--- config.mk ---
export PLATFORM = sky130hd
export DESIGN_NAME = dyn_reconf_ctrl
export DESIGN_NICKNAME = d
export VERILOG_FILES = /design/src/rtl/dyn_reconf_pkg.sv /design/src/rtl/dyn_reconf_tbl.sv /design/src/rtl/dyn_reconf_ctrl.sv
export SDC_FILE = /design/constraint.sdc
export NUM_CORES = 1
export LEC_CHECK = 0
export BUFFER_PORTS_ARGS = -buffer_cell sky130_fd_sc_hd__buf_4
export CORE_ASPECT_RATIO = 1.25
export CORE_MARGIN = 1.5
export CORE_UTILIZATION = 60
export DETAILED_ROUTE_END_ITERATION = 8
export PLACE_DENSITY = 0.89
export SLEW_MARGIN = 25
export SYNTH_ARGS = -nofsm -noshare
export SYNTH_HDL_FRONTEND = slang
export SYNTH_SLANG_ARGS = --single-unit
--- constraint.sdc ---
create_clock -name DCLK -period 10.5 [get_ports DCLK]
set_input_delay 1.05 -clock DCLK [delete_from_list [all_inputs] [get_ports DCLK]]
set_output_delay 1.05 -clock DCLK [all_outputs]
set_load 0.02 [all_outputs]
--- src/rtl/dyn_reconf_pkg.sv ---
// Shared types and constants for the DRP table controller.
// Entry layout, FSM encoding, error codes and the RMW merge rule.
package dyn_reconf_pkg;

    localparam int DRP_ADDR_W = 7;
    localparam int DRP_DATA_W = 16;

    typedef enum logic [2:0] {
        ST_IDLE,
        ST_HOLD,
        ST_RD,
        ST_RD_WAIT,
        ST_WR,
        ST_WR_WAIT,
        ST_RELEASE,
        ST_LOCK_WAIT
    } state_t;

    typedef enum logic [1:0] {
        ERR_NONE = 2'd0,
        ERR_DRDY = 2'd1,
        ERR_LOCK = 2'd2
    } err_code_t;

    typedef struct packed {
        logic [DRP_ADDR_W-1:0] addr;
        logic [DRP_DATA_W-1:0] mask;
        logic [DRP_DATA_W-1:0] data;
    } tbl_entry_t;

    localparam int TBL_ENTRY_W = $bits(tbl_entry_t);

    // mask bit 1 keeps the current register bit, 0 takes the new one
    function automatic logic [DRP_DATA_W-1:0] rmw_merge(
        input logic [DRP_DATA_W-1:0] cur,
        input logic [DRP_DATA_W-1:0] mask,
        input logic [DRP_DATA_W-1:0] data
    );
        return (cur & mask) | (data & ~mask);
    endfunction

endpackage

--- src/rtl/dyn_reconf_tbl.sv ---
// Host-loaded entry table: one synchronous write port, one async read port.
// Contents are deliberately not reset so a table survives RST_N.
module dyn_reconf_tbl
    import dyn_reconf_pkg::*;
#(
    parameter int DEPTH = 16,
    parameter int IDX_W = 4
)(
    input  logic             clk,
    input  logic             we,
    input  logic [IDX_W-1:0] wr_idx,
    input  tbl_entry_t       wr_entry,
    input  logic [IDX_W-1:0] rd_idx,
    output tbl_entry_t       rd_entry
);

    tbl_entry_t mem [DEPTH];

    always_ff @(posedge clk) begin
        if (we) begin
            mem[wr_idx] <= wr_entry;
        end
    end

    assign rd_entry = mem[rd_idx];

endmodule

--- src/rtl/dyn_reconf_ctrl.sv ---
// DRP master: applies table entries to the PLL by read-modify-write,
// holding PLL reset throughout, then waits for LOCKED and reports DONE/ERR.
module dyn_reconf_ctrl
    import dyn_reconf_pkg::*;
#(
    parameter int TABLE_DEPTH  = 16,
    parameter int IDX_W        = 4,
    parameter int RST_HOLD     = 4,
    parameter int DRP_TIMEOUT  = 64,
    parameter int LOCK_TIMEOUT = 4096
)(
    input  logic                  DCLK,
    input  logic                  RST_N,
    input  logic                  CFG_WE,
    input  logic [IDX_W-1:0]      CFG_IDX,
    input  logic [DRP_ADDR_W-1:0] CFG_ADDR,
    input  logic [DRP_DATA_W-1:0] CFG_MASK,
    input  logic [DRP_DATA_W-1:0] CFG_DATA,
    input  logic                  START,
    input  logic [IDX_W:0]        START_COUNT,
    output logic [DRP_ADDR_W-1:0] DADDR,
    output logic                  DEN,
    output logic                  DWE,
    output logic [DRP_DATA_W-1:0] DI,
    input  logic [DRP_DATA_W-1:0] DO,
    input  logic                  DRDY,
    output logic                  PLL_RST,
    input  logic                  LOCKED,
    output logic                  BUSY,
    output logic                  DONE,
    output logic                  ERR,
    output logic [1:0]            ERR_CODE
);

    localparam int TMR_W =
        $clog2(LOCK_TIMEOUT + DRP_TIMEOUT + RST_HOLD + 1);
    localparam logic [TMR_W-1:0] HOLD_LAST = TMR_W'(RST_HOLD - 1);
    localparam logic [TMR_W-1:0] DRP_LAST  = TMR_W'(DRP_TIMEOUT - 1);
    localparam logic [TMR_W-1:0] LOCK_LAST = TMR_W'(LOCK_TIMEOUT - 1);
    localparam logic [TMR_W-1:0] TMR_ONE   = TMR_W'(1);
    localparam logic [IDX_W:0]   CNT_MAX   = (IDX_W + 1)'(TABLE_DEPTH);
    localparam logic [IDX_W:0]   CNT_ONE   = (IDX_W + 1)'(1);
    localparam logic [IDX_W-1:0] IDX_ONE   = IDX_W'(1);

    state_t                  state, state_n;
    logic [IDX_W-1:0]        idx, idx_n;
    logic [IDX_W:0]          count, count_n;
    logic [TMR_W-1:0]        tmr, tmr_n;
    logic                    seen_low, seen_low_n;
    logic [DRP_DATA_W-1:0]   wr_data, wr_data_n;
    logic                    pll_rst, pll_rst_n;
    logic                    done_q, done_n;
    logic                    err_q, err_n;
    err_code_t               err_code, err_code_n;

    tbl_entry_t              cfg_entry;
    tbl_entry_t              cur;
    logic                    tbl_we;
    logic [IDX_W:0]          start_cnt;
    logic                    drp_ack;
    logic                    last_entry;

    assign tbl_we    = CFG_WE && (state == ST_IDLE);
    assign cfg_entry = '{addr: CFG_ADDR, mask: CFG_MASK, data: CFG_DATA};

    dyn_reconf_tbl #(
        .DEPTH (TABLE_DEPTH),
        .IDX_W (IDX_W)
    ) u_tbl (
        .clk      (DCLK),
        .we       (tbl_we),
        .wr_idx   (CFG_IDX),
        .wr_entry (cfg_entry),
        .rd_idx   (idx),
        .rd_entry (cur)
    );

    assign start_cnt  = (START_COUNT > CNT_MAX) ? CNT_MAX : START_COUNT;
    // a low DRDY must be seen first so idle-high slaves do not ack early
    assign drp_ack    = seen_low && DRDY;
    assign last_entry = ({1'b0, idx} + CNT_ONE) >= count;

    always_ff @(posedge DCLK or negedge RST_N) begin
        if (!RST_N) begin
            state    <= ST_IDLE;
            idx      <= '0;
            count    <= '0;
            tmr      <= '0;
            seen_low <= 1'b0;
            wr_data  <= '0;
            pll_rst  <= 1'b0;
            done_q   <= 1'b0;
            err_q    <= 1'b0;
            err_code <= ERR_NONE;
        end else begin
            state    <= state_n;
            idx      <= idx_n;
            count    <= count_n;
            tmr      <= tmr_n;
            seen_low <= seen_low_n;
            wr_data  <= wr_data_n;
            pll_rst  <= pll_rst_n;
            done_q   <= done_n;
            err_q    <= err_n;
            err_code <= err_code_n;
        end
    end

    always_comb begin
        state_n    = state;
        idx_n      = idx;
        count_n    = count;
        tmr_n      = tmr + TMR_ONE;
        seen_low_n = seen_low || !DRDY;
        wr_data_n  = wr_data;
        pll_rst_n  = pll_rst;
        done_n     = 1'b0;
        err_n      = 1'b0;
        err_code_n = err_code;
        DADDR      = '0;
        DEN        = 1'b0;
        DWE        = 1'b0;
        DI         = '0;

        unique case (state)
            ST_IDLE: begin
                tmr_n = '0;
                if (START) begin
                    err_code_n = ERR_NONE;
                    if (start_cnt == '0) begin
                        done_n = 1'b1;
                    end else begin
                        state_n   = ST_HOLD;
                        count_n   = start_cnt;
                        pll_rst_n = 1'b1;
                    end
                end
            end
            ST_HOLD: begin
                if (tmr == HOLD_LAST) begin
                    state_n = ST_RD;
                    idx_n   = '0;
                end
            end
            ST_RD: begin
                DADDR      = cur.addr;
                DEN        = 1'b1;
                state_n    = ST_RD_WAIT;
                tmr_n      = '0;
                seen_low_n = !DRDY;
            end
            ST_RD_WAIT: begin
                DADDR = cur.addr;
                if (drp_ack) begin
                    wr_data_n = rmw_merge(DO, cur.mask, cur.data);
                    state_n   = ST_WR;
                end else if (tmr == DRP_LAST) begin
                    state_n    = ST_IDLE;
                    err_n      = 1'b1;
                    err_code_n = ERR_DRDY;
                    pll_rst_n  = 1'b0;
                end
            end
            ST_WR: begin
                DADDR      = cur.addr;
                DEN        = 1'b1;
                DWE        = 1'b1;
                DI         = wr_data;
                state_n    = ST_WR_WAIT;
                tmr_n      = '0;
                seen_low_n = !DRDY;
            end
            ST_WR_WAIT: begin
                DADDR = cur.addr;
                DI    = wr_data;
                if (drp_ack) begin
                    if (last_entry) begin
                        state_n   = ST_RELEASE;
                        pll_rst_n = 1'b0;
                    end else begin
                        state_n = ST_RD;
                        idx_n   = idx + IDX_ONE;
                    end
                end else if (tmr == DRP_LAST) begin
                    state_n    = ST_IDLE;
                    err_n      = 1'b1;
                    err_code_n = ERR_DRDY;
                    pll_rst_n  = 1'b0;
                end
            end
            // one full cycle of PLL_RST low before LOCKED is trusted
            ST_RELEASE: begin
                state_n = ST_LOCK_WAIT;
                tmr_n   = '0;
            end
            ST_LOCK_WAIT: begin
                if (LOCKED) begin
                    state_n = ST_IDLE;
                    done_n  = 1'b1;
                end else if (tmr == LOCK_LAST) begin
                    state_n    = ST_IDLE;
                    err_n      = 1'b1;
                    err_code_n = ERR_LOCK;
                end
            end
            default: begin
                state_n = ST_IDLE;
            end
        endcase
    end

    assign BUSY     = (state != ST_IDLE);
    assign PLL_RST  = pll_rst;
    assign DONE     = done_q;
    assign ERR      = err_q;
    assign ERR_CODE = err_code;

endmodule

== Word level (Yosys, flattened, before mapping) ==
Memories as Yosys holds them, arrays and structs flattened.
Index checks and enable logic that the tools add are counted.
W data, S select, Z words.
Word-level totals
  word-level logic and storage cells: 109
  latch bits: 0
  bits in registers: 47
  bits in writable memories: 624
  memories: 1
  bits in read-only memories: 0
Operators by class
  multiplexer cells: 45
  reduce and logical (&&, ||, !) cells: 21
  add/subtract/negate cells: 3
  equal/unequal tests: 22
  bitwise gates (word level): 5
  shifts and indexed selects: 0
  multipliers: 0
  magnitude comparators: 2
  divide/modulo/power cells: 0
Memories
  u_tbl.mem: depth 16, bits a word 39, read ports 1, clocked after memory_dff 0, write ports 1, RTL line dyn_reconf_tbl.sv:17  | tbl_entry_t mem [DEPTH];
Operator list (number)
  $and A16 B16 Y16: 2
  $mux W3: 9
  $pmux W3 S8: 1
  $mux W1: 18
  $ne A2 B2 Y1 const B: 9
  $mux W16: 1
  $not A16 Y16: 1
  $or A16 B16 Y16: 1
  $add A13 B1 Y13 const B: 1
  $eq A13 B12 Y1 const B: 1
  $eq A13 B2 Y1 const B: 1
  $eq A13 B6 Y1 const B: 1
  $mux W13: 1
  $eq A3 B3 Y1 const B: 4
  $mux W4: 3
  $mux W2: 5
  $reduce_bool A3 Y1: 3
  $pmux W4 S2: 1
  $reduce_and A4 Y1: 2
  $reduce_or A4 Y1: 2
  $mux W7: 1
  $eq A3 B2 Y1 const B: 2
  $ne A3 B3 Y1 const B: 2
  $pmux W2 S3: 1
  other kinds (21): 25

== Depth between registers and ports, before layout ==
  depth after elaboration: 6
  mapped depth: 11
  mapped depth without buffers: 9

== Hierarchy ==
Synthesis repeated with hierarchy kept, for this count alone.
Second synthesis, totals
  cells, all modules: 1256
  area total of the unflattened synthesis: 26102.5 sq um
Modules (own cells, without submodules)
  dyn_reconf_tbl: times used 1, seq. area each 18738.0 sq um, area each 23404.9 sq um, cells each 975
  dyn_reconf_ctrl: times used 1, seq. area each 1176.1 sq um, area each 2697.6 sq um, cells each 281

== Worst setup path after synthesis ==
OpenSTA, ideal clock, no wires.
  path kind: input-to-reg
  start: in CFG_IDX[1]
  end: mem u_tbl.mem[0][0] (netlist name) (enable)
  cell stages on the path: 2
  data arrival time: 4.160 ns
  data required time: 10.016 ns
  path slack: 5.856 ns
  path buffers: 0
  cell sequence: or3_1 > nor3_1
RTL lines
  start: declaration: RTL line dyn_reconf_ctrl.sv:15  | input logic [IDX_W-1:0] CFG_IDX,
  end: declaration: RTL line dyn_reconf_tbl.sv:17
Straight into the memory's write port.

== Worst setup path in the final report ==
  start: reg idx[0]
  end: out DADDR[4]
On the way
  cells in the longest elaborated chain, start to end: 2
Ends and longest elaborated chain
  start: declaration: RTL line dyn_reconf_ctrl.sv:46  | logic [IDX_W-1:0] idx, idx_n;
  start signal: assignment: RTL line dyn_reconf_ctrl.sv:97  | idx <= idx_n;
  $mem_v2 Z16 W39
  $mux W7: RTL line dyn_reconf_ctrl.sv:125  | unique case (state)
  end: declaration: RTL line dyn_reconf_ctrl.sv:21  | output logic [DRP_ADDR_W-1:0] DADDR,
No other way between the ends.

==> summary.md <==
| Metric | Value |
|---|---|
| Total gr overflow | `0` |
| Mapped Area | `26030 um2` |
| Post-Syn Area per Cell | `20.97 um2` |
| Worst Hold Class | `in2async` |
| Unrepaired setup endpoints after global routing | `no` |
| Leakage power | `9.514 nW` |
| Crit path time final | `4.368 ns` |
| Placed cells | `1867` |
| Final Skew | `0.02279 ns` |
| DR DRC count | `0` |
| Post-synth net total | `1318` |
| Synth cell types | `46` |
| Setup TNS | `0 ns` |
| Cells after Synth | `1241` |
| GP Congestion | `0.8210` |
| Layout cells sized above 1 | `28.57%` |
| Multi-input gate area | `5907 um2` |
| Clock sink count | `671` |
| Post-synth EDFFs | `624` |
| Vias in the first global route | `14150` |
| CP Launch Type | `flip-flop` |
| Area Overhead vs Synth | `12.43%` |
| WL/cell | `32.81 um` |
| CTS resizes | `0` |
| First-pass GRT wire length | `93890 um` |
| Yosys warns | `0` |
| Critical path fanouts, max | `115` |
| PortBufs | `100` |
| Commonest non-fill, non-tap cells in the layout | `edfxtp_1 (624), mux4_2 (163), buf_4 (125)` |
| Top-area cell type share of the netlist area | `71.99%` |
| Hold Vio Cnt, Final | `0` |
| Slew HR | `24.31%` |
| Post-Route WL | `64930 um` |
| Hold buffers post-CTS | `0` |
| Max VDD drop | `0.1999 mV` |
| Total power | `6.430 mW` |
| Total CTS buffers | `56` |
| Clk slew on worst S/H paths | `0.07 ns` |
| Setup CP Type | `reg2out` |
| Seq/Total Area, Yosys | `76.50%` |
| Primary FF master, synth | `edfxtp_1` |
| Clock Root Buffer | `clkbuf_16` |
| Core area | `42970 um2` |
| WHS | `0.4921 ns` |
| Largest net degree at the start of global routing | `116` |
| Worst-skew pair later-pin latency | `0.62 ns` |
| CP arrival | `3.32 ns` |
| First DRT Iteration DRCs | `2034` |
| Global-route usage over all layers | `29.58%` |
| Cell Pwr Density | `219.7 nW/um2` |
| Die area | `44650 um2` |
| Synth Register Bits | `671` |
| Antenna violations before repair | `8` |
| Max-cap violations | `0` |
| Post-CTS Setup Bufs | `0` |
| Commonest non-fill, non-tap cell in the layout | `edfxtp_1` |
| Die Y | `235.9 um` |
| Final setup fails | `0` |
| CTS tree | `done` |
| Vias | `13790` |
| Starting Density | `60.58%` |
| Die Wd | `189.3 um` |
| Register-to-register setup slack | `6.43 ns` |
| Fin cells | `1979` |
| Ports | `101` |
| Fin nets | `1437` |
| Async S/R FF share, synth | `7.004%` |
| Leading area contributor after synthesis | `edfxtp_1` |
| First-pass DRT Iterations | `5` |
| Final period util | `41.60%` |
| Synth area leaders | `edfxtp_1 (72%), mux4_2 (14%), dfrtp_1 (4.5%)` |
| Critical path endpoint category | `primary output` |
| CTS max path bufs | `3` |
| Row count | `85` |
| Via/cell ratio | `6.968` |
| Status | `completed` |
| Register Area | `19920 um2` |
| H-tree depth | `2` |
| HPWL after DPL | `31660 um` |
| Required @ worst endpoint | `9.45 ns` |
| Fill count | `2453` |
| Measured slew at the worst slew-check pin | `1.130 ns` |
| Max-slew violations | `0` |
| FMAX | `228.9 MHz` |
| Detail Route Antenna Nets | `0` |
report_power, final:
part / switching, mW / total (mW) / leakage, nW / internal (mW)
Combinational: 0.684 / 1.32 / 2.45 / 0.641
Clock: 0.952 / 2.00 / 0.850 / 1.05
Sequential: 0.101 / 3.10 / 6.22 / 3.00
flip-flops by register name, indices dropped and copies added (netlist names):
signal	count
wr_data	16
DONE	1
u_tbl.mem	624
count	5
ERR_CODE	2
tmr	13
PLL_RST	1
state	3
ERR	1
idx	4
seen_low	1
layout make-up:
type                            count  area share, %
Sequential cell                   671          68.07
Clock inverter                     31         0.8251
Timing Repair Buffer              126          3.275
Clock buffer                       74          5.053
Antenna cell                        7        0.05985
Tap cell                          565          2.416
Multi-Input combinational cell    496          20.18
Inverter                            9         0.1154
worst max-delay path, cell delays in order (launching register included):
cell,delay (ns)
dfrtp_4,0.42
buf_12,0.55
mux4_2,0.65
mux4_2,0.50
nor2b_1,0.15
buf_4,0.16
path summary, 6_finish.rpt:
path / cells after the start / endpoint / startpoint
setup / recovery: 5 / DADDR[4] / idx[0]
hold / removal: 1 / PLL_RST / RST_N
setup reg to reg: 9 / idx[1] / idx[1]
hold reg to reg: 2 / wr_data[1] / wr_data[1]
max in group asynchronous: 1 / idx[1] / RST_N
min in group DCLK: 2 / wr_data[1] / wr_data[1]
synth_stat cells (all sizes together), types with 2 or more instances:
cell,instances
edfxtp,624
mux4,163
nand2,71
a22oi,65
dfrtp,47
clkbuf,34
buf,31
and2,28
o21ai,26
nor2,22
mux2i,17
nor2b,14
nand3,12
nor3,10
inv,9
nand2b,8
ha,7
xnor2,7
a21oi,5
xor2,5
mux2,4
nand4,4
o31ai,4
or3,4
and3,3
or4,3
a21o,2
nor4,2
metal layers:
| layer | routed length [um] | track usage (%) |
|---|---|---|
| met1 | 21980 | 38.03 |
| met2 | 32770 | 48.73 |
| met3 | 6853 | 5.847 |
| met4 | 3259 | 14.67 |
| met5 | 60 | 0 |
stage by stage:
step           instance area [um2]  setup slack (ns)  utilization [%]
2_1_floorplan                26030             5.856                -
3_5_place_dp                 27530             6.587            64.07
5_1_grt                      29260             6.103            68.10
3_3_place_gp                 27530             6.692            64.07
6_report                     29270             6.132            68.11
4_1_cts                      29250             6.175            68.07
cell families after synthesis:
logic type	Yosys count	share of synthesized area, %
xor gates and xnor gates	12	0.4038
muxes	184	14.93
DFF	671	76.50
and+or+nand+nor	184	3.619
adders and majority gates	7	0.3365
buffers and inverters	74	1.322
AOI/OAI and AO/OA	109	2.884
No activity file was read; power rests on OpenSTA's default activity.
